===== src/rtl/uart_rx_frame_ctrl.sv =====
// uart_rx_frame_ctrl
//   Frame controller behind the UART byte receiver. Parses
//   HEADER, LEN, LEN payload bytes and an optional checksum byte. The payload
//   is kept in a small register buffer that is read through a registered
//   port. Accepted and rejected frames are reported with one-cycle pulses.
//   Optional feature macro: UART_FRAME_CHECKSUM_EN
//   (defined: CHK state and running 8-bit sum of LEN plus payload present).
module uart_rx_frame_ctrl #(
  parameter logic [7:0] HEADER  = 8'hAA,
  parameter int         MAX_LEN = 16,
  parameter int         ADDR_W  = 4,
  parameter int         TIMEOUT = 50000
) (
  input  logic              clk,
  input  logic              rst,
  input  logic              rx_irq,
  input  logic [7:0]        rx_data,
  input  logic [ADDR_W-1:0] rd_addr,
  output logic [7:0]        rd_data,
  output logic [7:0]        frame_len,
  output logic              frame_valid,
  output logic              frame_err,
  output logic              busy
);

  localparam int                TW          = $clog2(TIMEOUT + 1);
  localparam logic [TW-1:0]     TIMER_LAST  = TW'(TIMEOUT - 1);
  localparam logic [TW-1:0]     TIMER_ONE   = TW'(1);
  localparam logic [ADDR_W-1:0] IDX_ONE     = ADDR_W'(1);
  localparam logic [7:0]        MAX_LEN_B   = 8'(MAX_LEN);
  localparam logic [ADDR_W:0]   MAX_LEN_A   = (ADDR_W + 1)'(MAX_LEN);

  typedef enum logic [1:0] {
    IDLE    = 2'd0,
    LEN     = 2'd1,
`ifdef UART_FRAME_CHECKSUM_EN
    CHK     = 2'd3,
`endif
    PAYLOAD = 2'd2
  } state_t;

  state_t              state_r;
  logic [7:0]          len_r;
  logic [ADDR_W-1:0]   idx_r;
  logic [TW-1:0]       timer_r;
  logic [7:0]          buf_r [MAX_LEN];
`ifdef UART_FRAME_CHECKSUM_EN
  logic [7:0]          sum_r;
`endif

  // Registered read port of the payload buffer; out-of-range addresses read 0.
  always_ff @(posedge clk) begin
    if (!rst) begin
      rd_data <= 8'h00;
    end else if ({1'b0, rd_addr} < MAX_LEN_A) begin
      rd_data <= buf_r[rd_addr];
    end else begin
      rd_data <= 8'h00;
    end
  end

  // Frame FSM: byte parsing, buffer writes, inter-byte timeout and result pulses.
  always_ff @(posedge clk) begin
    if (!rst) begin
      state_r     <= IDLE;
      len_r       <= 8'h00;
      idx_r       <= '0;
      timer_r     <= '0;
      frame_len   <= 8'h00;
      frame_valid <= 1'b0;
      frame_err   <= 1'b0;
      busy        <= 1'b0;
`ifdef UART_FRAME_CHECKSUM_EN
      sum_r       <= 8'h00;
`endif
      for (int i = 0; i < MAX_LEN; i++) begin
        buf_r[i] <= 8'h00;
      end
    end else begin
      frame_valid <= 1'b0;
      frame_err   <= 1'b0;
      if (state_r == IDLE) begin
        timer_r <= '0;
        if (rx_irq && (rx_data == HEADER)) begin
          state_r <= LEN;
          busy    <= 1'b1;
        end else begin
          busy    <= 1'b0;
        end
      end else if (!rx_irq) begin
        // No byte this cycle: age the frame and abandon it on expiry.
        if (timer_r == TIMER_LAST) begin
          frame_err <= 1'b1;
          state_r   <= IDLE;
          busy      <= 1'b0;
          timer_r   <= '0;
        end else begin
          timer_r   <= timer_r + TIMER_ONE;
        end
      end else begin
        // A byte arrived; it always wins over a coincident expiry.
        timer_r <= '0;
        case (state_r)
          LEN: begin
            if ((rx_data == 8'h00) || (rx_data > MAX_LEN_B)) begin
              frame_err <= 1'b1;
              state_r   <= IDLE;
              busy      <= 1'b0;
            end else begin
              len_r     <= rx_data;
              idx_r     <= '0;
`ifdef UART_FRAME_CHECKSUM_EN
              sum_r     <= rx_data;
`endif
              state_r   <= PAYLOAD;
            end
          end
          PAYLOAD: begin
            buf_r[idx_r] <= rx_data;
            idx_r        <= idx_r + IDX_ONE;
`ifdef UART_FRAME_CHECKSUM_EN
            sum_r        <= sum_r + rx_data;
            if (8'(idx_r) == (len_r - 8'd1)) begin
              state_r <= CHK;
            end else begin
              state_r <= PAYLOAD;
            end
`else
            if (8'(idx_r) == (len_r - 8'd1)) begin
              frame_valid <= 1'b1;
              frame_len   <= len_r;
              state_r     <= IDLE;
              busy        <= 1'b0;
            end else begin
              state_r     <= PAYLOAD;
            end
`endif
          end
`ifdef UART_FRAME_CHECKSUM_EN
          CHK: begin
            if (rx_data == sum_r) begin
              frame_valid <= 1'b1;
              frame_len   <= len_r;
            end else begin
              frame_err   <= 1'b1;
            end
            state_r <= IDLE;
            busy    <= 1'b0;
          end
`endif
          default: begin
            state_r <= IDLE;
            busy    <= 1'b0;
          end
        endcase
      end
    end
  end

endmodule


===== config.mk =====
export PLATFORM = sky130hd
export DESIGN_NAME = uart_rx_frame_ctrl
export DESIGN_NICKNAME = d
export VERILOG_FILES = /design/src/rtl/uart_rx_frame_ctrl.sv
export SDC_FILE = /design/constraint.sdc
export NUM_CORES = 1
export LEC_CHECK = 0
export ABC_AREA = 1
export ABC_CLOCK_PERIOD_IN_PS = 2020
export CAP_MARGIN = 20
export CORE_ASPECT_RATIO = 1.1
export CORE_MARGIN = 5
export CORE_UTILIZATION = 55
export DETAILED_ROUTE_END_ITERATION = 16
export PLACE_DENSITY = 0.76
export SYNTH_ARGS = -nofsm -noshare
export SYNTH_HDL_FRONTEND = slang
export SYNTH_SLANG_ARGS = --single-unit

===== constraint.sdc =====
create_clock -name clk -period 2.02 [get_ports clk]
set_input_delay 0.606 -clock clk [delete_from_list [all_inputs] [get_ports clk]]
set_output_delay 0.606 -clock clk [all_outputs]
set_load 0.02 [all_outputs]

* Word level (Yosys, flattened, before mapping)
Memory sizes are Yosys's and may differ from the RTL's. A register that Yosys moved wholly into a read port is not among the register bits.
Cells that the tools add are included.
** Cells by class
- $add $sub $neg :: 3
- $mul :: 0
- Div/mod/pow operators :: 0
- Order comparisons :: 1
- Equality and inequality tests :: 9
- Shift operators :: 0
- Muxes and demuxes :: 30
- Bitwise logic cells :: 5
- Reduce and logical (&&, ||, !) cells :: 16
** Operator list (number)
- 1-bit two-way mux :: 18
- 16-bit by 1-bit adder with 16-bit output, second input constant :: 1
- 16-bit equality test, second input constant :: 1
- 2-bit two-way mux :: 6
- 4-bit AND reduction :: 3
- 4-bit by 8-bit equality test with 1-bit output :: 1
- 8-bit equality test, second input constant :: 1
- 8-bit by 5-bit greater-than comparator with 1-bit output, second input constant :: 1
- 8-bit zero test :: 1
- 4-bit two-way mux :: 2
- 8-bit two-way mux :: 1
- 4-bit != test, second input constant :: 2
- 4-bit case mux with 2 select lines :: 1
- 4-bit OR reduction :: 2
- 8-bit OR reduction :: 1
- 8-bit by 1-bit subtractor with 8-bit output, second input constant :: 1
- 1-bit NOT :: 5
- 4-bit by 1-bit adder with 4-bit output, second input constant :: 1
- 2-bit case mux with 2 select lines :: 1
- 3-bit AND reduction :: 1
- 3-bit nonzero test :: 1
- 2-bit by 1-bit equality test with 1-bit output, second input constant :: 1
- 2-bit equality test, second input constant :: 1
- 2-bit zero test :: 1
- 9 further kinds :: 9
** Word-level totals
- Register bits :: 41
- Bits in latches :: 0
- RAM bits :: 128
- ROM bits :: 0
- Input bits :: 15
- Output and inout port bits :: 19
- Logic and storage cells :: 73
- Memories :: 1
** Memory list
- buf_r :: depth 16, bits a word 8, rd ports 1, clocked after Yosys merged registers in 1, write ports 16, RTL line 46 : logic [7:0] buf_r [MAX_LEN];

* Longest topological paths before layout
- Depth in word-level cells :: 8
- Depth in mapped cells :: 15
- Mapped depth without buffers :: 15

* Worst setup path before layout
OpenSTA, ideal clock, no wires.
- Path type :: input port to flip-flop
- From :: input rx_irq
- To :: memory buf_r[4][0] (enable)
- Setup time :: 329 ps
- Arrival :: 1623 ps
- Required time :: 1691 ps
- Slack :: 68 ps
- Cell stages on the path :: 8
- Buffers on the path :: 0
- Cell sequence :: inv_2 > nor2_1 > inv_2 > nor2_4 > nand2_2 > nor2_4 > nand2_2 > nand2_1
** RTL lines
- from (decl) :: RTL line 16 : input logic rx_irq,
- to (decl) :: RTL line 46

* Worst setup path in the final report
- From :: register frame_len[7]
- To :: output frame_len[7]
** RTL lines
- from (decl) :: RTL line 20 : output logic [7:0] frame_len,
- from (signal assigned) :: RTL line 131 : frame_len <= len_r;
No word-level cell between the ends.

==> impl_metrics.toml <==
[clocking]
cts_hold_buf = 0
tritoncts = "built"
cts_buffer_depth = 2
clk_pin_slew_ps = 70
cts_made_buffers = 17
clkSinkCount = 177
clock_latency_ps = 440
htree_levels = 4
root_buffer = "clkbuf_16"

[sta]
finalSetupViolCount = 0
finalSetupTns_ps = 0
min_period_ps = 1980
hold_ws_ps = 462
fin_skew_ps = 8.36
finalMaxSlewViolations = 0
tightest_slew_ps = 542
timing.fmax_mhz = 504
finalHoldViolations = 0
max_slew_margin_pct = 63.8
period_share_pct = 98.1
rsz0062_at_grt = "no"

[worst_setup_path]
slowest_stage = "clkdlybuf4s50_1"
path_class = "reg -> out"
crit_buf_inv = 1
crit_chain = "clkdlybuf4s50_1"
crit_path_start_kind = "flop"
crit_family = "buffers and inverters"
reg2reg_setup_slack_ps = 110
critPathMaxFanout = 2
cpPeakStageDelay_ps = 610
cp.required_ps = 1410
crit_arrival_ps = 1380
cp-end-kind = "output port"

[yosys]
synth_fa_ha_area_share_pct = 1.41
ys_warn_count = 0
synth-simple-area-share_pct = 21.2
synth-compound-area-share_pct = 11.3
netlist_instances = 819
synth_cell_types = 39
ys_ff_latch = 177
syn_nets = 843
yosys-mux-area-fraction_pct = 0
synth_top_family_by_area = "simple AND/OR/NAND/NOR gates"
synthTopCellsByArea = "edfxtp_1 48%, dfxtp_1 12%, nor2_1 11%"
synth_xor_area_share_pct = 0.660
seq_area_frac_synth_pct = 60.6
avgSynthCellArea_sq_um = 9.72
yosysTopAreaCell = "edfxtp_1"
synth_area_sq_mm = 0.00796
synth_top_cell_area_share_pct = 48.3

[routing]
vias = 6275
firstDrtPassIters = 5
route.detailed.drc = 0
drt-total-wl_um = 19600
avgRoutedWirePerCell_um = 17.9
drt_iter0_markers = 688
postRouteAntennaNets = 0
vias_per_cell = 5.73

[floorplan]
die_y_um = 136
core-area_sq_mm = 0.0143
start_util_pct = 55.6
io_pins = 34
die_w_um = 125
die_area_sq_mm = 0.0170
rows = 46

[pwr]
swShare_pct = 22.9
vdd_drop_max_mv = 0.636
clock_power_share_pct = 40.4
p_comb_share_pct = 7.0
leakage_nw = 3.69
switching_power_mw = 1.75
seq_power_share_pct = 52.6
powerDensity_mw_per_mm2 = 797
p_total_mw = 7.64
p_int_mw = 5.89

[placement]
io_buffer_count = 33
hpwl_um = 13200
place_congestion = 0.929
placed_area_sq_mm = 0.00889

[cells_and_area]
diodes = 0
stdcell_area_sq_mm = 0.00958
drive_above_1_share_pct = 18.1
fillers = 1067
fin_nets = 914
syn_to_final_growth_pct = 20.3

[global_routing]
gr-total-overflow = 0
grt_max_degree = 33
track_usage_pct = 23.4
antenna_found_initial = 0
grt_pass1_vias = 6142
grt_pass1_wl_um = 30600

[run]
cap_violations = 0

[status]
status = "completed"

[hold_path]
worstHoldPathType = "reg -> reg"
==> through the flow <==
step / setup slack (ps) / instances / utilization, %
after floorplan: 68.4 / 819 / -
after global placement: -510 / 1060 / 62.0
after detailed placement: -581 / 1060 / 62.0
after CTS: 4.75 / 1094 / 66.4
after global routing: 1.14 / 1095 / 66.8
final: 37.8 / 1095 / 66.8
==> Yosys cell counts <==
library cell  count
xor2_1            5
o221ai_1         23
and3_1            1
nor4_1            2
nand3_2           3
nor3_1            8
or2_0             2
nand2_2          17
a211oi_2          6
a21oi_1          22
a211oi_1          2
o21ai_1           6
nand3_1          20
nand2_1          69
nor3b_2           1
clkbuf_1         28
nand4_1           9
nand3_4           1
buf_2             8
nor3_2            1
nor2_4            7
dfxtp_1          49
o21ai_0          67
nor3b_1           4
buf_6             1
o211ai_1          9
xnor2_1           1
or2_2             1
o22ai_1           9
nor2_1          233
inv_1            46
clkinv_1          1
edfxtp_1        128
nor2_2            3
ha_1              9
inv_2            13
a31o_2            1
buf_1             2
nand4_2           1
==> power by group through the flow <==
stage	Combinational [mW]	Sequential, mW	Clock (mW)
after detailed placement	0.510	4.10	0
after global routing	0.568	4.02	3.27
final	0.533	4.02	3.09
after global placement	0.499	4.09	0
after CTS	0.519	4.02	3.11
after floorplan	0.258	4.09	0
==> timing repair <==
action,4_1_cts,5_1_grt
cloned,0,1
resized for setup,17,14
setup endpoints to repair,129,262
pin swaps,0,2
setup buffers,2,0
==> state kept, by name (all words and copies together) (netlist names) <==
name         cells
buf_r          128
timer_r         16
frame_len        8
len_r            8
rd_data          8
idx_r            4
state_r          2
busy             1
frame_err        1
frame_valid      1
==> metal layers <==
metal	vias up	GRT usage [%]	part of all wire (%)
met5	-	0	0
met4	0	10.4	3.1
met3	50	4.79	9.0
met2	310	40.0	50
met1	2968	28.9	38
li1	2947	-	-
==> kinds of logic after synthesis <==
logic type	after synthesis
flops	177
xor+xnor	6
fa+ha+maj	9
compound gates	145
simple gates	383
buf+inv	99
==> placed cells by master, fill, tap and decap left out, types with 9 or more instances in the layout <==
cell type,Yosys,final
a21oi_1,22,22
nand2_1,69,53
o211ai_1,9,9
buf_4,0,47
inv_2,13,13
inv_1,46,46
clkbuf_16,0,17
clkdlybuf4s50_1,0,29
o22ai_1,9,9
o221ai_1,23,23
buf_12,0,10
o21ai_0,67,67
nand4_1,9,9
nand2_2,17,27
nor2_1,233,232
dfxtp_1,49,47
nand3_1,20,20
edfxtp_1,128,128
==> cell type report <==
class                   count  area, sq um  area share (%)
repair buffers             90          882            9.21
inverters                  60          225            2.35
well taps                 192          240            2.51
clock inverters            13          111            1.16
clock buffers              19          443            4.63
multi-input cells         544         2850            29.7
flip-flops and latches    177         4830            50.4
==> final timing paths <==
kind,endpoint,depth (start not counted),start
worst max register to register,buf_r[8][3],10,state_r[0]
worst min-delay path,frame_len[7],2,frame_len[7]
worst max-delay path,frame_len[7],1,frame_len[7]
worst min register to register,frame_len[7],2,frame_len[7]
No activity file was read; power rests on OpenSTA's default activity.
